$ cat src/rtl/parity_engine.sv
// -----------------------------------------------------------------------------
// parity_engine
//
// Parity generator/checker for the UART datapath.
//
// TX side: a word is captured on Data_Valid (unless Busy is high) together with
// the parity mode in force at that moment. A later Par_En computes the parity
// bit of the captured word, and par_ready then qualifies par_bit. A fresh
// capture always takes priority over a pending compute.
//
// RX side: Chk_Valid checks Chk_Data/Chk_Par against the live Par_Mode. A
// mismatch produces a one-cycle Par_Err pulse and bumps a saturating error
// counter. Err_Clr zeroes the counter and wins over a same-cycle increment.
//
// Parity modes: 00 even, 01 odd, 10 mark (constant 1), 11 space (constant 0).
//
// Ports
//   CLK         system clock, rising edge
//   RST         asynchronous active-high reset
//   In_Data     TX word to capture
//   Data_Valid  single-cycle load strobe
//   Busy        blocks capture while high
//   Par_En      compute parity of the captured word
//   Par_Mode    parity mode (latched on capture, used live by the checker)
//   par_bit     TX parity bit
//   par_ready   par_bit is valid for the currently captured word
//   Chk_Valid   single-cycle check strobe
//   Chk_Data    received word
//   Chk_Par     received parity bit
//   Err_Clr     synchronous clear of Err_Cnt
//   Par_Err     one-cycle pulse after a mismatching check
//   Err_Cnt     saturating mismatch count
// -----------------------------------------------------------------------------
module parity_engine #(
    parameter int DATA_WIDTH    = 8,
    parameter int ERR_CNT_WIDTH = 8
) (
    input  logic                     CLK,
    input  logic                     RST,
    input  logic [DATA_WIDTH-1:0]    In_Data,
    input  logic                     Data_Valid,
    input  logic                     Busy,
    input  logic                     Par_En,
    input  logic [1:0]               Par_Mode,
    output logic                     par_bit,
    output logic                     par_ready,
    input  logic                     Chk_Valid,
    input  logic [DATA_WIDTH-1:0]    Chk_Data,
    input  logic                     Chk_Par,
    input  logic                     Err_Clr,
    output logic                     Par_Err,
    output logic [ERR_CNT_WIDTH-1:0] Err_Cnt
);

    typedef enum logic [1:0] {
        IDLE   = 2'b00,
        LOADED = 2'b01,
        DONE   = 2'b10
    } tx_state_t;

    tx_state_t             state;
    logic [DATA_WIDTH-1:0] data_reg;
    logic [1:0]            mode_reg;

    logic                  capture_p0;
    logic                  compute_p0;
    logic                  mismatch_p0;

    // Parity of a word under a given mode; single-cycle XOR reduction.
    function automatic logic parity_f(input logic [DATA_WIDTH-1:0] d,
                                      input logic [1:0]            m);
        logic p;
        case (m)
            2'b00:   p = ^d;
            2'b01:   p = ~^d;
            2'b10:   p = 1'b1;
            default: p = 1'b0;
        endcase
        return p;
    endfunction

    // Saturating increment: holds at all-ones instead of wrapping.
    function automatic logic [ERR_CNT_WIDTH-1:0] sat_inc(
        input logic [ERR_CNT_WIDTH-1:0] c);
        logic [ERR_CNT_WIDTH-1:0] r;
        if (&c) r = c;
        else    r = c + ERR_CNT_WIDTH'(1);
        return r;
    endfunction

    // Stage 0: request decode. Capture suppresses compute in the same cycle.
    assign capture_p0  = Data_Valid && !Busy;
    assign compute_p0  = (state == LOADED) && Par_En && !capture_p0;
    assign mismatch_p0 = Chk_Valid && (Chk_Par != parity_f(Chk_Data, Par_Mode));

    // Stage 1: TX capture/compute FSM with registered outputs.
    always_ff @(posedge CLK or posedge RST) begin
        if (RST) begin
            state     <= IDLE;
            data_reg  <= '0;
            mode_reg  <= 2'b00;
            par_bit   <= 1'b0;
            par_ready <= 1'b0;
        end else begin
            case (state)
                IDLE, DONE: begin
                    if (capture_p0) begin
                        data_reg  <= In_Data;
                        mode_reg  <= Par_Mode;
                        par_ready <= 1'b0;
                        state     <= LOADED;
                    end
                end
                LOADED: begin
                    if (capture_p0) begin
                        data_reg  <= In_Data;
                        mode_reg  <= Par_Mode;
                        par_ready <= 1'b0;
                        state     <= LOADED;
                    end else if (compute_p0) begin
                        par_bit   <= parity_f(data_reg, mode_reg);
                        par_ready <= 1'b1;
                        state     <= DONE;
                    end
                end
                default: begin
                    state     <= IDLE;
                    par_ready <= 1'b0;
                end
            endcase
        end
    end

    // Stage 1: checker result and error counter.
    always_ff @(posedge CLK or posedge RST) begin
        if (RST) begin
            Par_Err <= 1'b0;
            Err_Cnt <= '0;
        end else begin
            Par_Err <= mismatch_p0;
            if (Err_Clr)
                Err_Cnt <= '0;
            else if (mismatch_p0)
                Err_Cnt <= sat_inc(Err_Cnt);
        end
    end

endmodule

$ cat config.mk
export PLATFORM = sky130hd
export DESIGN_NAME = parity_engine
export DESIGN_NICKNAME = d
export VERILOG_FILES = /design/src/rtl/parity_engine.sv
export SDC_FILE = /design/constraint.sdc
export NUM_CORES = 1
export LEC_CHECK = 0
export CELL_PAD_IN_SITES_DETAIL_PLACEMENT = 1
export CELL_PAD_IN_SITES_GLOBAL_PLACEMENT = 1
export CORE_UTILIZATION = 34
export DETAILED_ROUTE_END_ITERATION = 10
export PLACE_DENSITY = 0.76
export SETUP_SLACK_MARGIN = 0.5
export SLEW_MARGIN = 10
export SYNTH_ARGS = -nofsm -noshare
export SYNTH_HDL_FRONTEND = slang
export SYNTH_SLANG_ARGS = --single-unit
$ cat constraint.sdc
create_clock -name CLK -period 2.54 [get_ports CLK]
set_input_delay 0.762 -clock CLK [delete_from_list [all_inputs] [get_ports CLK]]
set_output_delay 0.762 -clock CLK [all_outputs]
set_load 0.1 [all_outputs]
==> out/qor.csv, run 1 <==
stage;metric;value;unit
cells_and_area;layout cell share with drive strength beyond 1;51.0;%
cells_and_area;Area Growth Syn to Fin;63.7;%
route;DR DRC count;0;
setup_path;reg2reg start;Err_Cnt[1]$_DFFE_PP0P_;
placed_design;hpwl dp;2060;um
setup_path;CP max FO;6;
worst_hold_path;Tightest Hold Check Type;reg -> reg;
yosys;Seq/Total Area, Yosys;48.9;%
yosys;Post-Synthesis Cell Area;1120;sq um
timing;Tcrit/Tclk final;87.7;%
setup_path;CP Class;in -> reg;
timing;clk_skew;0.00956;ns
floorplanning;Core Footprint;3100;sq um
timing;final critical path time including I/O delays and setup;2.23;ns
setup_path;CP required;2.77;ns
floorplanning;IO Pins;37;
pwr;P_leak;0.782;nW
timing;setup TNS;0;ns
yosys;top cells by area, synth;dfrtp_1 49%, mux2_2 10%, xnor2_1 8.6%, xor2_1 5.5%, a21oi_1 3.1%;
yosys;Netlist cell types;27;
setup_path;startpoint types;input pin;
route;Avg Vias per Cell;4.96;
worst_hold_path;hold wc startpoint;par_bit$_DFFE_PP0P_;
flow_run;Max-Cap Viols;0;
setup_path;Crit. End Element;flop;
floorplanning;Die Span X;59.5;um
yosys;post-synth net total;127;
cells_and_area;fillers;371;
timing;fmax;449;MHz
setup_path;CP Data Arrival Time;2.46;ns
cells_and_area;diode count;0;
floorplanning;FP Rows;20;
global_route;GRT Util Overall;18.0;%
timing;final setup margin;0.311;ns
route;drt total wl;3090;um
clock_tree;clock slew at reported path FFs;0.13;ns
floorplanning;DIE HEIGHT;59.5;um
yosys;Synth top area share;48.9;%
placed_design;PortBufs;36;
global_route;global-route wire length before repair;4730;um
route;wire length per cell;15.5;um
route;vias;988;
floorplanning;Initial Util;36.3;%
floorplanning;die area;3540;sq um
setup_path;CP max-delay cell;or4_4;
timing;Slew @ Worst Pin;0.409;ns
clock_tree;Clk Tree Root Cell;clkbuf_4;
clock_tree;CTS Buffer Depth;2;
clock_tree;CTS H-Tree Depth;1;
clock_tree;Skew-Pair Late Insertion Delay;0.31;ns
cells_and_area;fin nets;183;
timing;Fin. Hold Viols;0;
cells_and_area;multi-input logic area;696;sq um
yosys;post-synth top area cell;dfrtp_1;
placed_design;routability cong.;0.775;
timing;RSZ-0062 raised after global routing;true;
clock_tree;CTS tree;built;
setup_path;Top cell by count, worst path;xnor2_2;
global_route;vias in the first global route;1046;
yosys;flops & latches, synth;22;
route;initial drt markers;21;
yosys;Syn Area/Cell;11.2;sq um
clock_tree;Num CTS Buffers;3;
setup_path;Critical Path Max Stage Delay;0.49;ns
global_route;grt ovf;0;
run_status;status;complete, no violations;
cells_and_area;post-layout util;59.4;%
setup_path;crit-path cells;buf_8, xor2_4, xnor2_2, xnor2_2, buf_4, nor3_4, nor2_4, or4_4, a21oi_2;
route;Routed Antenna Nets;0;
pwr;pwr dens;617;nW/um^2
global_route;largest net degree at the start of global routing;23;
yosys;Synth Warn #;0;
timing;Final setup viols;0;
yosys;Syn Inst Count;100;
pwr;VDD IR max;0.328;mV
placed_design;Post-Place Setup Slack;-0.398;ns
clock_tree;Sink Count;22;
setup_path;crit path from;Chk_Data[6];
timing;slew margin rel.;72.7;%
route;first-pass iteration count of the detailed router;3;
setup_path;WP buf/inv;2;
clock_tree;Hold Buf Count CTS;0;
timing;max-slew violations;0;
global_route;initial antenna violation count;0;
setup_path;CP delay by family, top;simple AND/OR/NAND/NOR gates;
cells_and_area;FF/Latch Area;566;sq um
## layer usage
layer	vias up	GRT usage [%]	part of all wire (%)
met5	-	0	0
li1	459	-	-
met3	0	2.84	3.3
met4	0	3.99	0
met2	22	36.0	60
met1	507	19.7	37
## placed cells by master (no fill, tap or decap), types with 2 or more instances in the layout
cell / count
buf_4: 26
dfrtp_1: 14
clkdlybuf4s50_1: 14
mux2_2: 10
buf_6: 7
dfrtp_2: 6
xnor2_1: 6
xnor2_2: 5
a21oi_1: 5
xor2_1: 5
nor2_1: 5
inv_1: 4
nand2_1: 3
o21ai_0: 3
o31ai_1: 3
clkbuf_4: 3
dfrtp_4: 2
or3_4: 2
nand3_1: 2
a21oi_2: 2
or4_1: 2
dlygate4sd2_1: 2
buf_8: 2
## where the power goes
part	internal [W]	switching, W
clock network	0.0000875	0.000111
logic	0.000229	0.000276
registers	0.000401	0.0000321
## synthesized netlist by cell type (all sizes together)
library cell / instances
nand3b: 1
nand4: 1
o2111ai: 1
mux2i: 1
or4: 3
nor3: 1
o31ai: 4
o2111a: 1
nand2b: 1
or3: 3
inv: 4
mux2: 10
xnor2: 12
ha: 1
and3: 1
nor2: 6
buf: 1
o21ai: 4
xor2: 7
nand3: 3
a21oi: 7
nor2b: 1
dfrtp: 22
nand2: 4
## worst paths after layout
check                                          to  slack (ns)  cells after the start
min in group asynchronous  Err_Cnt[1]$_DFFE_PP0P_        0.77                      3
setup / recovery           Err_Cnt[7]$_DFFE_PP0P_        0.31                      9
max in group asynchronous  Err_Cnt[0]$_DFFE_PP0P_        1.51                      3
hold reg to reg               par_bit$_DFFE_PP0P_        0.52                      2
hold / removal                par_bit$_DFFE_PP0P_        0.52                      2
setup reg to reg           Err_Cnt[4]$_DFFE_PP0P_        0.42                      9
## per-stage QoR
stage / instances / area, sq um / hold slack, ns / total power [W]
4_1_cts: 196 / 1740 / 0.530 / 0.00110
3_5_place_dp: 186 / 1620 / 0.500 / 0.000881
3_3_place_gp: 186 / 1620 / 0.491 / 0.000869
2_1_floorplan: 100 / 1190 / 0.478 / 0.000756
5_1_grt: 199 / 1840 / 0.563 / 0.00119
6_report: 199 / 1840 / 0.525 / 0.00114
## kinds of logic (layout without fill, tap and decap cells)
family / Yosys count / after routing / share of synthesized area, %
buffers and inverters: 5 / 60 / 1.67
AND/OR/NAND/NOR: 25 / 25 / 12.6
AO/OA/AOI/OAI: 17 / 17 / 9.34
flip-flops: 22 / 22 / 48.9
XOR/XNOR: 19 / 19 / 15.5
adder cells (fa/ha/maj): 1 / 1 / 1.11
multiplexers: 11 / 11 / 10.9
## worst min-delay path, cell delays in order (launching register included)
cell and delay, ns:
dfrtp_1 0.37, o21ai_0 0.08, o31ai_1 0.06
## area by class of cell
cell class              count  share of cell area, %
repair buffers             52                   25.7
clock buffers               4                   1.97
multi-input cells          73                   37.8
well taps                  44                   2.99
inverters                   4                  0.815
flip-flops and latches     22                   30.7
## what timing repair did
item                       CTS  global route
pin swaps                   15            12
gates resized for setup     49            17
setup buffers                6             3
setup endpoints to repair    9             8
Note: power is estimated with default switching activity, not from simulation.
==> run 2: changes to the inputs <==
MAX_ROUTING_LAYER = met4   (was not set)
==> run 2 against run 1 <==
  * Cell count unchanged
  * First-iteration DRC count up 29%
  * Register-to-register slack hardly changed
  * Combinational power about the same
  * Sequential cell count stayed put
  * Die area did not move
  * Clock-buffer cell count unchanged
  * Largest power group unchanged
  * Highest routed layer unchanged
==> out/qor.csv, run 2 (synthesized netlist as in run 1, its figures left out) <==
stage;metric;value;unit;change
timing;final critical path time including I/O delays and setup;2.23;ns;about the same
pwr;switching share of power;36.9;%;about the same
setup_path;CP Class;in -> reg;;unchanged
cells_and_area;fillers;371;;unchanged
pwr;clock power share;17.5;%;about the same
placed_design;routability cong.;0.786;;was 0.775
clock_tree;Clk Tree Root Cell;clkbuf_4;;unchanged
clock_tree;CTS tree;built;;unchanged
route;initial drt markers;27;;was 21
setup_path;CP Data Arrival Time;2.46;ns;about the same
flow_run;Max-Cap Viols;0;;unchanged
setup_path;RR Endpoint;Err_Cnt[4]$_DFFE_PP0P_;;unchanged
global_route;grt ovf;0;;unchanged
setup_path;cells on worst reg2reg path;9;;unchanged
floorplanning;DIE HEIGHT;59.5;um;unchanged
clock_tree;clock slew at reported path FFs;0.13;ns;about the same
placed_design;PortBufs;36;;unchanged
placed_design;hpwl dp;2060;um;unchanged
timing;clk_skew;0.00862;ns;was 0.00956 ns
worst_hold_path;hold worst-path end;par_bit$_DFFE_PP0P_;;unchanged
setup_path;startpoint types;input pin;;unchanged
floorplanning;IO Pins;37;;unchanged
setup_path;Critical Path Max Stage Delay;0.49;ns;about the same
route;vias;998;;was 988
clock_tree;Hold Buf Count CTS;0;;unchanged
clock_tree;Sink Count;22;;unchanged
cells_and_area;diode count;0;;unchanged
pwr;P_leak;0.782;nW;unchanged
clock_tree;CTS Buffer Depth;2;;unchanged
global_route;global-route wire length before repair;4720;um;was 4730 um
cells_and_area;most common cell after layout, fill and taps aside;buf_4;;unchanged
pwr;pwr dens;617;nW/um^2;about the same
pwr;sw power;0.000420;W;about the same
setup_path;Top cell by count, worst path;xnor2_2;;unchanged
worst_hold_path;Tightest Hold Check Type;reg -> reg;;unchanged
floorplanning;Die Span X;59.5;um;unchanged
clock_tree;CTS H-Tree Depth;1;;unchanged
route;first-pass iteration count of the detailed router;4;;was 3
setup_path;reg2reg start;Err_Cnt[1]$_DFFE_PP0P_;;unchanged
worst_hold_path;hold depth;2;;unchanged
global_route;largest net degree at the start of global routing;23;;unchanged
timing;setup TNS;0;ns;unchanged
timing;slew margin rel.;72.7;%;about the same
floorplanning;FP Rows;20;;unchanged
pwr;VDD IR max;0.328;mV;about the same
pwr;P_int;0.000717;W;about the same
global_route;initial antenna violation count;0;;unchanged
cells_and_area;post-layout util;59.4;%;unchanged
pwr;Tot Pwr;0.00114;W;about the same
clock_tree;Skew-Pair Late Insertion Delay;0.31;ns;about the same
pwr;combinational power share;44.5;%;about the same
route;DR DRC count;0;;unchanged
run_status;status;complete, no violations;;unchanged
cells_and_area;Area Growth Syn to Fin;63.7;%;unchanged
placed_design;Post-DP Area;1620;sq um;unchanged
timing;Final setup viols;0;;unchanged
cells_and_area;final instance area;1840;sq um;unchanged
setup_path;Crit. End Element;flop;;unchanged
timing;RSZ-0062 raised after global routing;true;;unchanged
cells_and_area;most frequent cells in the layout;26 x buf_4, 14 x dfrtp_1, 14 x clkdlybuf4s50_1, 10 x mux2_2, 7 x buf_6;;unchanged
route;drt total wl;3100;um;was 3090 um
worst_hold_path;hold wc startpoint;par_bit$_DFFE_PP0P_;;unchanged
pwr;share of power burned in registers;38.0;%;was 38.1%
global_route;GRT Util Overall;18.6;%;was 18.0%
route;wire length per cell;15.6;um;was 15.5 um
setup_path;flop-to-flop setup slack;0.42;ns;about the same
cells_and_area;fin nets;183;;unchanged
setup_path;CP max FO;6;;unchanged
clock_tree;Num CTS Buffers;3;;unchanged
timing;max-slew violations;0;;unchanged
cells_and_area;layout cell share with drive strength beyond 1;51.0;%;unchanged
timing;Slew @ Worst Pin;0.408;ns;was 0.409 ns
route;Avg Vias per Cell;5.02;;was 4.96
global_route;vias in the first global route;1050;;was 1,046
route;Routed Antenna Nets;0;;unchanged
timing;Tcrit/Tclk final;87.7;%;about the same
setup_path;crit-path cells;buf_8, xor2_4, xnor2_2, xnor2_2, buf_4, nor3_4, nor2_4, or4_4, a21oi_2;;unchanged
timing;worst hold slack;0.525;ns;about the same
timing;fmax;449;MHz;about the same
floorplanning;die area;3540;sq um;unchanged
floorplanning;Core Footprint;3100;sq um;unchanged
floorplanning;Initial Util;36.3;%;unchanged
setup_path;CP required;2.77;ns;about the same
timing;Fin. Hold Viols;0;;unchanged
setup_path;CP max-delay cell;or4_4;;unchanged
==> run 2: metrics by stage <==
step	cells	setup slack, ns
after floorplan	100	0.240
after global placement	186	-0.315
after detailed placement	186	-0.398
after CTS	196	0.367
after global routing	199	0.241
final	199	0.312
==> run 2: worst max path at each step <==
stage	startpoint	to	depth (start not counted)
final	Chk_Data[6]	Err_Cnt[7]$_DFFE_PP0P_	9
after global routing	Chk_Data[6]	Err_Cnt[7]$_DFFE_PP0P_	11
after CTS	Chk_Data[0]	Err_Cnt[7]$_DFFE_PP0P_	8
after detailed placement	Chk_Data[7]	Err_Cnt[5]$_DFFE_PP0P_	8
after global placement	Chk_Data[7]	Err_Cnt[5]$_DFFE_PP0P_	8
after floorplan	Chk_Data[7]	Err_Cnt[5]$_DFFE_PP0P_	7
==> run 2: worst max-delay path: cells and delay by family <==
kind	cells	cell delay (ns)
buffers and inverters	2	0.25
XOR/XNOR	3	0.47
AND/OR/NAND/NOR	3	0.81
AO/OA/AOI/OAI	1	0.16
==> run 2: per-layer routing <==
layer  routed length, um  GRT usage [%]  vias up
li1                    -              -      461
met1                1140           19.7      507
met2                1830           36.1       30
met3                 126           2.62        0
met4                   0           3.99        0
met5                   0              -        -
==> run 2: timing repair <==
item / CTS / global route
setup endpoints to repair: 9 / 8
gates cloned: 0 / 0
gates resized for setup: 49 / 17
setup buffers: 6 / 3
pin swaps: 15 / 12
==> run 2: cell type report <==
class / count / area [sq um] / share of cell area (%)
timing repair buffer: 52 / 474 / 25.7
clock buffer: 4 / 36.3 / 1.97
tap: 44 / 55.1 / 2.99
inverter: 4 / 15.0 / 0.815
sequential: 22 / 566 / 30.7
multi-input combinational: 73 / 696 / 37.8
==> run 2: power groups by stage <==
stage,combinational [W],clock (W),sequential (W)
after floorplan,0.000197,0,0.000559
after global placement,0.000431,0,0.000438
after detailed placement,0.000438,0,0.000443
after CTS,0.000471,0.000200,0.000432
after global routing,0.000543,0.000212,0.000438
final,0.000506,0.000199,0.000432
